==> config.mk <==
export PLATFORM = sky130hd
export DESIGN_NAME = iir_sample_sched
export DESIGN_NICKNAME = d
export VERILOG_FILES = /design/src/rtl/iir_sample_sched.sv
export SDC_FILE = /design/constraint.sdc
export NUM_CORES = 1
export LEC_CHECK = 0
export ABC_AREA = 1
export CAP_MARGIN = 20
export CORE_ASPECT_RATIO = 0.9
export CORE_MARGIN = 2
export CORE_UTILIZATION = 49
export DETAILED_ROUTE_END_ITERATION = 10
export PLACE_DENSITY_LB_ADDON = 0.12
export SLEW_MARGIN = 20
export SYNTH_ARGS = -nofsm -noshare
export SYNTH_HDL_FRONTEND = slang
export SYNTH_SLANG_ARGS = --single-unit
==> constraint.sdc <==
create_clock -name clk -period 3.6 [get_ports clk]
set_clock_uncertainty 0.2 [all_clocks]
set_input_delay 0.9 -clock clk [delete_from_list [all_inputs] [get_ports clk]]
set_output_delay 0.9 -clock clk [all_outputs]
set_load 0.02 [all_outputs]
==> src/rtl/iir_sample_sched.sv <==
// Sample scheduler feeding an ap_ctrl_hs IIR core: paces samples from a tick divider, generates stimulus, captures results.
// Latency: x loaded on the issuing tick, ap_start from the next cycle; y/y_valid one cycle after ap_done.
// Backpressure: ap_start and x are held until ap_ready; ticks arriving while a transaction is open are dropped and counted.
module iir_sample_sched #(
    parameter int DW    = 20,
    parameter int DIV_W = 10,
    parameter int IMP_W = 10
) (
    input  logic             clk,
    input  logic             rst_n,
    input  logic             enable,
    input  logic [1:0]       mode,
    input  logic [DIV_W-1:0] period,
    input  logic [DW-1:0]    amp,
    input  logic [DW-1:0]    s_data,
    input  logic             s_valid,
    output logic             s_ready,
    output logic             ap_start,
    input  logic             ap_ready,
    input  logic             ap_done,
    input  logic             ap_idle,
    output logic [DW-1:0]    x,
    input  logic [DW-1:0]    ap_return,
    output logic [DW-1:0]    y,
    output logic             y_valid,
    output logic [15:0]      overrun_cnt,
    output logic             busy
);

    localparam logic [1:0] ST_IDLE  = 2'd0;
    localparam logic [1:0] ST_START = 2'd1;
    localparam logic [1:0] ST_WAIT  = 2'd2;

    localparam logic [1:0] MODE_IMP  = 2'd0;
    localparam logic [1:0] MODE_STEP = 2'd1;
    localparam logic [1:0] MODE_SQR  = 2'd2;

    localparam logic [DW-1:0] MIN_NEG = {1'b1, {(DW-1){1'b0}}};
    localparam logic [DW-1:0] MAX_POS = {1'b0, {(DW-1){1'b1}}};

    // Assert asynchronously, release two clocks later so no flop sees a release near an edge.
    logic [1:0] rst_sync;
    logic       rst_int_n;

    always_ff @(posedge clk or negedge rst_n) begin
        if (!rst_n) begin
            rst_sync <= 2'b00;
        end else begin
            rst_sync <= {rst_sync[0], 1'b1};
        end
    end

    assign rst_int_n = rst_sync[1];

    logic unused_status;
    assign unused_status = ap_idle;

    logic [1:0]       state;
    logic [IMP_W-1:0] n;
    logic [DIV_W-1:0] tick_cnt;
    logic             run_q;
    logic             tick;
    logic             idle;
    logic             src_ok;
    logic             issue;
    logic             drop;
    logic [DW-1:0]    neg_amp;
    logic [DW-1:0]    stim;

    // run_q holds the counter in reload for the first enabled cycle, so the first tick lands period+1 clocks in.
    assign tick    = enable & run_q & (tick_cnt == '0);
    assign idle    = (state == ST_IDLE);
    assign src_ok  = (mode != 2'd3) | s_valid;
    assign issue   = idle & tick & src_ok;
    assign drop    = ~idle & tick & src_ok;
    assign s_ready = idle & enable & tick & s_valid & (mode == 2'd3);
    assign ap_start = (state == ST_START);
    assign busy     = ~idle;

    always_comb begin
        neg_amp = (amp == MIN_NEG) ? MAX_POS : ({DW{1'b0}} - amp);
        case (mode)
            MODE_IMP:  stim = (n == '0) ? amp : '0;
            MODE_STEP: stim = amp;
            MODE_SQR:  stim = n[IMP_W-1] ? neg_amp : amp;
            default:   stim = s_data;
        endcase
    end

    always_ff @(posedge clk or negedge rst_int_n) begin
        if (!rst_int_n) begin
            run_q    <= 1'b0;
            tick_cnt <= '0;
        end else begin
            run_q <= enable;
            if (!enable || !run_q || tick) begin
                tick_cnt <= period;
            end else begin
                tick_cnt <= tick_cnt - DIV_W'(1);
            end
        end
    end

    always_ff @(posedge clk or negedge rst_int_n) begin
        if (!rst_int_n) begin
            state       <= ST_IDLE;
            n           <= '0;
            x           <= '0;
            y           <= '0;
            y_valid     <= 1'b0;
            overrun_cnt <= '0;
        end else begin
            y_valid <= 1'b0;

            if (!enable) begin
                n <= '0;
            end else if (issue) begin
                n <= n + IMP_W'(1);
            end

            if (drop && overrun_cnt != 16'hFFFF) begin
                overrun_cnt <= overrun_cnt + 16'd1;
            end

            if (!idle && ap_done) begin
                y       <= ap_return;
                y_valid <= 1'b1;
            end

            case (state)
                ST_IDLE: begin
                    if (issue) begin
                        x     <= stim;
                        state <= ST_START;
                    end
                end
                ST_START: begin
                    if (ap_ready) begin
                        state <= ap_done ? ST_IDLE : ST_WAIT;
                    end
                end
                ST_WAIT: begin
                    if (ap_done) begin
                        state <= ST_IDLE;
                    end
                end
                default: state <= ST_IDLE;
            endcase
        end
    end

endmodule

== Word-level counts from Yosys, hierarchy flattened ==
Index checks and enable logic that the tools add are counted.
W data, S select, Z words.

* $add $sub $neg: 4
* Eq/ne operators: 12
* Multiplexer cells: 13
* Bitwise operators: 12
* Reductions and logical operators: 13

{| class="wikitable"
|+ Operators with widths
! kind !! number
|-
| $mux W20 || 3
|-
| $pmux W20 S3 || 1
|-
| $mux W10 || 3
|-
| $eq A20 B20 Y1 const B || 1
|-
| $logic_not A10 Y1 || 2
|-
| $sub A1 B20 Y20 const A || 1
|-
| $add A16 B1 Y16 const B || 1
|-
| $ne A16 B16 Y1 const B || 1
|-
| $add A10 B1 Y10 const B || 1
|-
| $and A1 B1 Y1 || 10
|-
| $sub A10 B1 Y10 const B || 1
|-
| $mux W2 || 4
|-
| $eq A2 B2 Y1 const B || 3
|-
| $ne A2 B1 Y1 const B || 3
|-
| $pmux W2 S3 || 1
|-
| $eq A2 B1 Y1 const B || 2
|-
| $logic_not A2 Y1 || 2
|-
| $ne A2 B2 Y1 const B || 2
|-
| $logic_not A1 Y1 || 3
|-
| $reduce_and A3 Y1 || 1
|-
| $logic_and A1 B1 Y1 || 2
|-
| $logic_or A1 B1 Y1 || 2
|-
| $reduce_and A2 Y1 || 1
|-
| $mux W1 || 1
|-
| 2 further kinds || 2
|}

* Register bits: 82
* Bits of input ports: 79
* Output and inout port bits: 60
* Logic and storage cells: 63

== Longest topological paths before layout ==
* Depth after elaboration: 6
* Depth in mapped cells: 13
* Gate-level depth less buffers: 13

== Least setup slack after synthesis ==
Ideal clock, no wire load.

* Path kind: input to output
* Start point: input mode[0]
* End point: output s_ready
* Arrival time: 1585 ps
* Data required time: 2500 ps
* Setup slack: 915 ps
* Cell stages on the path: 5
* Buffers on the path: 1
* Cells stage by stage: nand2_1 clkbuf_1 inv_1 nand3_1 nor2_1

* Cells in the longest elaborated chain, start to end: 2

{| class="wikitable"
|+ Ends and longest elaborated chain
! what !! line !! source
|-
| from (decl) || 12 || <nowiki>input logic [1:0] mode,</nowiki>
|-
| $eq A2 B2 Y1 || 76 || <nowiki>assign s_ready = idle & enable & tick & s_valid & (mode == 2'd3);</nowiki>
|-
| $and A1 B1 Y1 || 76 ||
|-
| to (decl) || 17 || <nowiki>output logic s_ready,</nowiki>
|}

Every way passes these cells.

== Final worst setup path ==
* Start point: input mode[1]
* End point: output s_ready

The elaborated chain is that of the path after synthesis.

==> flow_metrics.py <==
metrics = {
    "cells_and_area": {
        "drive_above_1_share_pct": 5.12,
        "instances_no_fill": 985,
        "design_area_mm2": 0.00680,
        "area_growth_syn_to_layout_pct": 36.1,
        "diodes": 0,
        "final_nets": 939,
        "final_common_cell": "nand2_1",
        "n_fill_cell": 877,
        "final_cell_mix": "nand2_1, clkdlybuf4s50_1, nor2_1",
        "utilization_pct": 69.5,
    },
    "synthesis": {
        "synth_fa_ha_area_share_pct": 1.50,
        "synthesis.nets": 806,
        "syn-instance-count": 721,
        "yosys.area_share.xor_xnor_pct": 5.56,
        "async_reset_ff_share_pct": 100,
        "synth_compound_area_share_pct": 6.56,
        "ys_seq_area_share_pct": 41.1,
        "synthSimpleGateAreaFrac_pct": 37.4,
        "synth.distinct_cells": 34,
        "synth_top_family_by_area": "simple AND/OR/NAND/NOR gates",
        "ys.flop_type": "dfrtp_1",
        "synth_edf_count": 0,
        "yosysTopAreaCell": "dfrtp_1",
        "synth_area_leaders": "dfrtp_1, nand2_1, nor2_1, inv_1, o21ai_0",
        "synth_warnings": 0,
        "synth_top_area_share_pct": 41.1,
        "synth-seq-cells": 82,
        "syn_area_mm2": 0.00499,
        "syn_avg_cell_area_um2": 6.93,
        "synthMuxAreaShare_pct": 0,
    },
    "critical_path": {
        "cp.required_ns": 2.50,
        "startpoint_type": "input port",
        "path_max_fanout": 3,
        "crit_arrival_ns": 2.04,
        "crit_type": "in -> out",
        "crit_path_end_kind": "output port",
    },
    "sta": {
        "setup_viol": 0,
        "finalWorstSetupSlack_ns": 0.456,
        "hold_viol": 0,
        "fin_tns_setup_ns": 0,
        "max_freq_mhz": 318,
        "max_slew_margin_pct": 51.5,
        "period_minus_slack_ns": 3.14,
        "rsz0062_at_grt": "no",
        "period_share_pct": 87.3,
        "worst_pin_slew_ns": 0.728,
        "slew_violations": 0,
    },
    "power_and_ir_drop": {
        "power.density_mw_per_mm2": 336,
        "leakage_nw": 3.42,
        "vdd_drop_max_mv": 0.228,
    },
    "detailed_routing": {
        "ant_nets": 0,
        "wl_per_cell_um": 13.9,
        "avgViaCountPerCell": 5.14,
        "vias": 5061,
        "drc": 0,
        "drt_pass1_iterations": 5,
        "wl_um": 13700,
        "drtIter0Drc": 417,
    },
    "worst_hold_path": {
        "hp-class": "reg -> async",
    },
    "place": {
        "dpl.hpwl_um": 10100,
        "post_dp_cell_area_mm2": 0.00646,
        "io_buffers": 137,
        "post-place-ws_ns": 0.0816,
        "place_inst": 968,
        "gp_congestion": 0.931,
    },
    "floorplan": {
        "die_width_um": 110,
        "core_mm2": 0.00978,
        "die_h_um": 99.8,
        "fp-row-count": 34,
        "start_util_pct": 51.0,
        "pin_count": 139,
        "die_area_mm2": 0.0110,
    },
    "cts": {
        "cts_tree": "built",
        "postCtsHoldBufs": 0,
        "htreeDepth": 3,
        "cts_inserted_buffers": 9,
        "clk_latency_ns": 0.34,
        "clock_sinks": 82,
        "cts_root_buf": "clkbuf_16",
        "clk_pin_slew_ns": 0.07,
        "clockBufferDepth": 2,
    },
    "grt": {
        "grt_pass1_wl_um": 22700,
        "grt_overflow": 0,
        "grt_max_degree": 81,
        "antenna_found_initial": 0,
        "grt_pass1_vias": 4801,
        "grt_util_all_layers_pct": 25.0,
    },
    "outcome": {
        "outcome": "finished clean",
    },
    "flow_run": {
        "drv_cap": 0,
    },
}
power by group:
group	internal, W	switching (W)
clock network	0.000550	0.000406
registers	0.000959	0.0000285
logic	0.000172	0.000171
sequential cells by signal (all words and copies together), names as in the netlist:
signal	flops
state	2
tick_cnt	10
rst_sync	2
x	20
y	20
n	10
overrun_cnt	16
run_q	1
y_valid	1
timing repair:
action	CTS	global route
setup buffers	0	0
endpoints found under the setup margin	0	1
resized for setup	0	1
worst max-delay path, stage by stage:
cell	delay [ns]
clkdlybuf4s50_1	0.48
nand2_1	0.07
inv_1	0.11
nand3_1	0.08
nor2_1	0.16
dlymetal6s2s_1	0.25
path summary, 6_finish.rpt:
check                      depth (start not counted)  slack (ns)           to         from
max                                                6        0.46      s_ready      mode[1]
min                                                0        0.07         y[7]  rst_sync[1]
max reg2reg                                        9        1.13        x[14]         n[9]
min reg2reg                                        0        0.07         y[7]  rst_sync[1]
max in group asynchronous                          1        2.53  rst_sync[1]        rst_n
min in group clk                                   0        0.16  rst_sync[1]  rst_sync[0]
cell usage after synthesis, types with 2 or more instances:
cell	n
xor2_1	24
ha_1	6
nand2_1	254
o21ai_0	43
nor3_1	13
nand3b_1	6
nor2_4	2
clkbuf_1	11
buf_6	3
nand4_1	15
nor2_2	2
nor2_1	102
xnor2_1	4
nand3_1	42
a21oi_1	6
dfrtp_1	82
or2_2	2
o21ai_1	3
nand2_2	6
o21bai_1	3
a31oi_1	3
buf_2	8
xnor2_2	2
inv_1	69
routing by layer:
metal / track usage, % / wire length, um
met5: 0 / 0
met4: 7.60 / 220
met3: 4.05 / 787
met2: 43.1 / 6560
met1: 33.0 / 6160
final cells by class:
class | count | area (um2) | share of cell area (%)
well taps | 126 | 158 | 2.32
flip-flops and latches | 82 | 2060 | 30.2
repair buffers | 146 | 1460 | 21.5
clock inverters | 7 | 83.8 | 1.23
inverters | 70 | 263 | 3.86
multi-input cells | 545 | 2550 | 37.6
clock buffers | 9 | 225 | 3.31
kinds of logic (layout without fill, tap and decap cells):
group | count (synthesis) | in the layout
AND/OR/NAND/NOR | 448 | 448
buffers and inverters | 94 | 232
flip-flops | 82 | 82
AO/OA/AOI/OAI | 60 | 60
XOR/XNOR | 30 | 30
adder cells (fa/ha/maj) | 6 | 6
other | 1 | 1
through the flow:
step                hold slack (ns)  total power [W]
finish                       0.0732          0.00229
CTS                           0.165          0.00230
global placement              0.139          0.00134
floorplan                     0.131          0.00116
global route                  0.113          0.00238
detailed placement            0.150          0.00134
No activity file was read; power rests on OpenSTA's default activity.
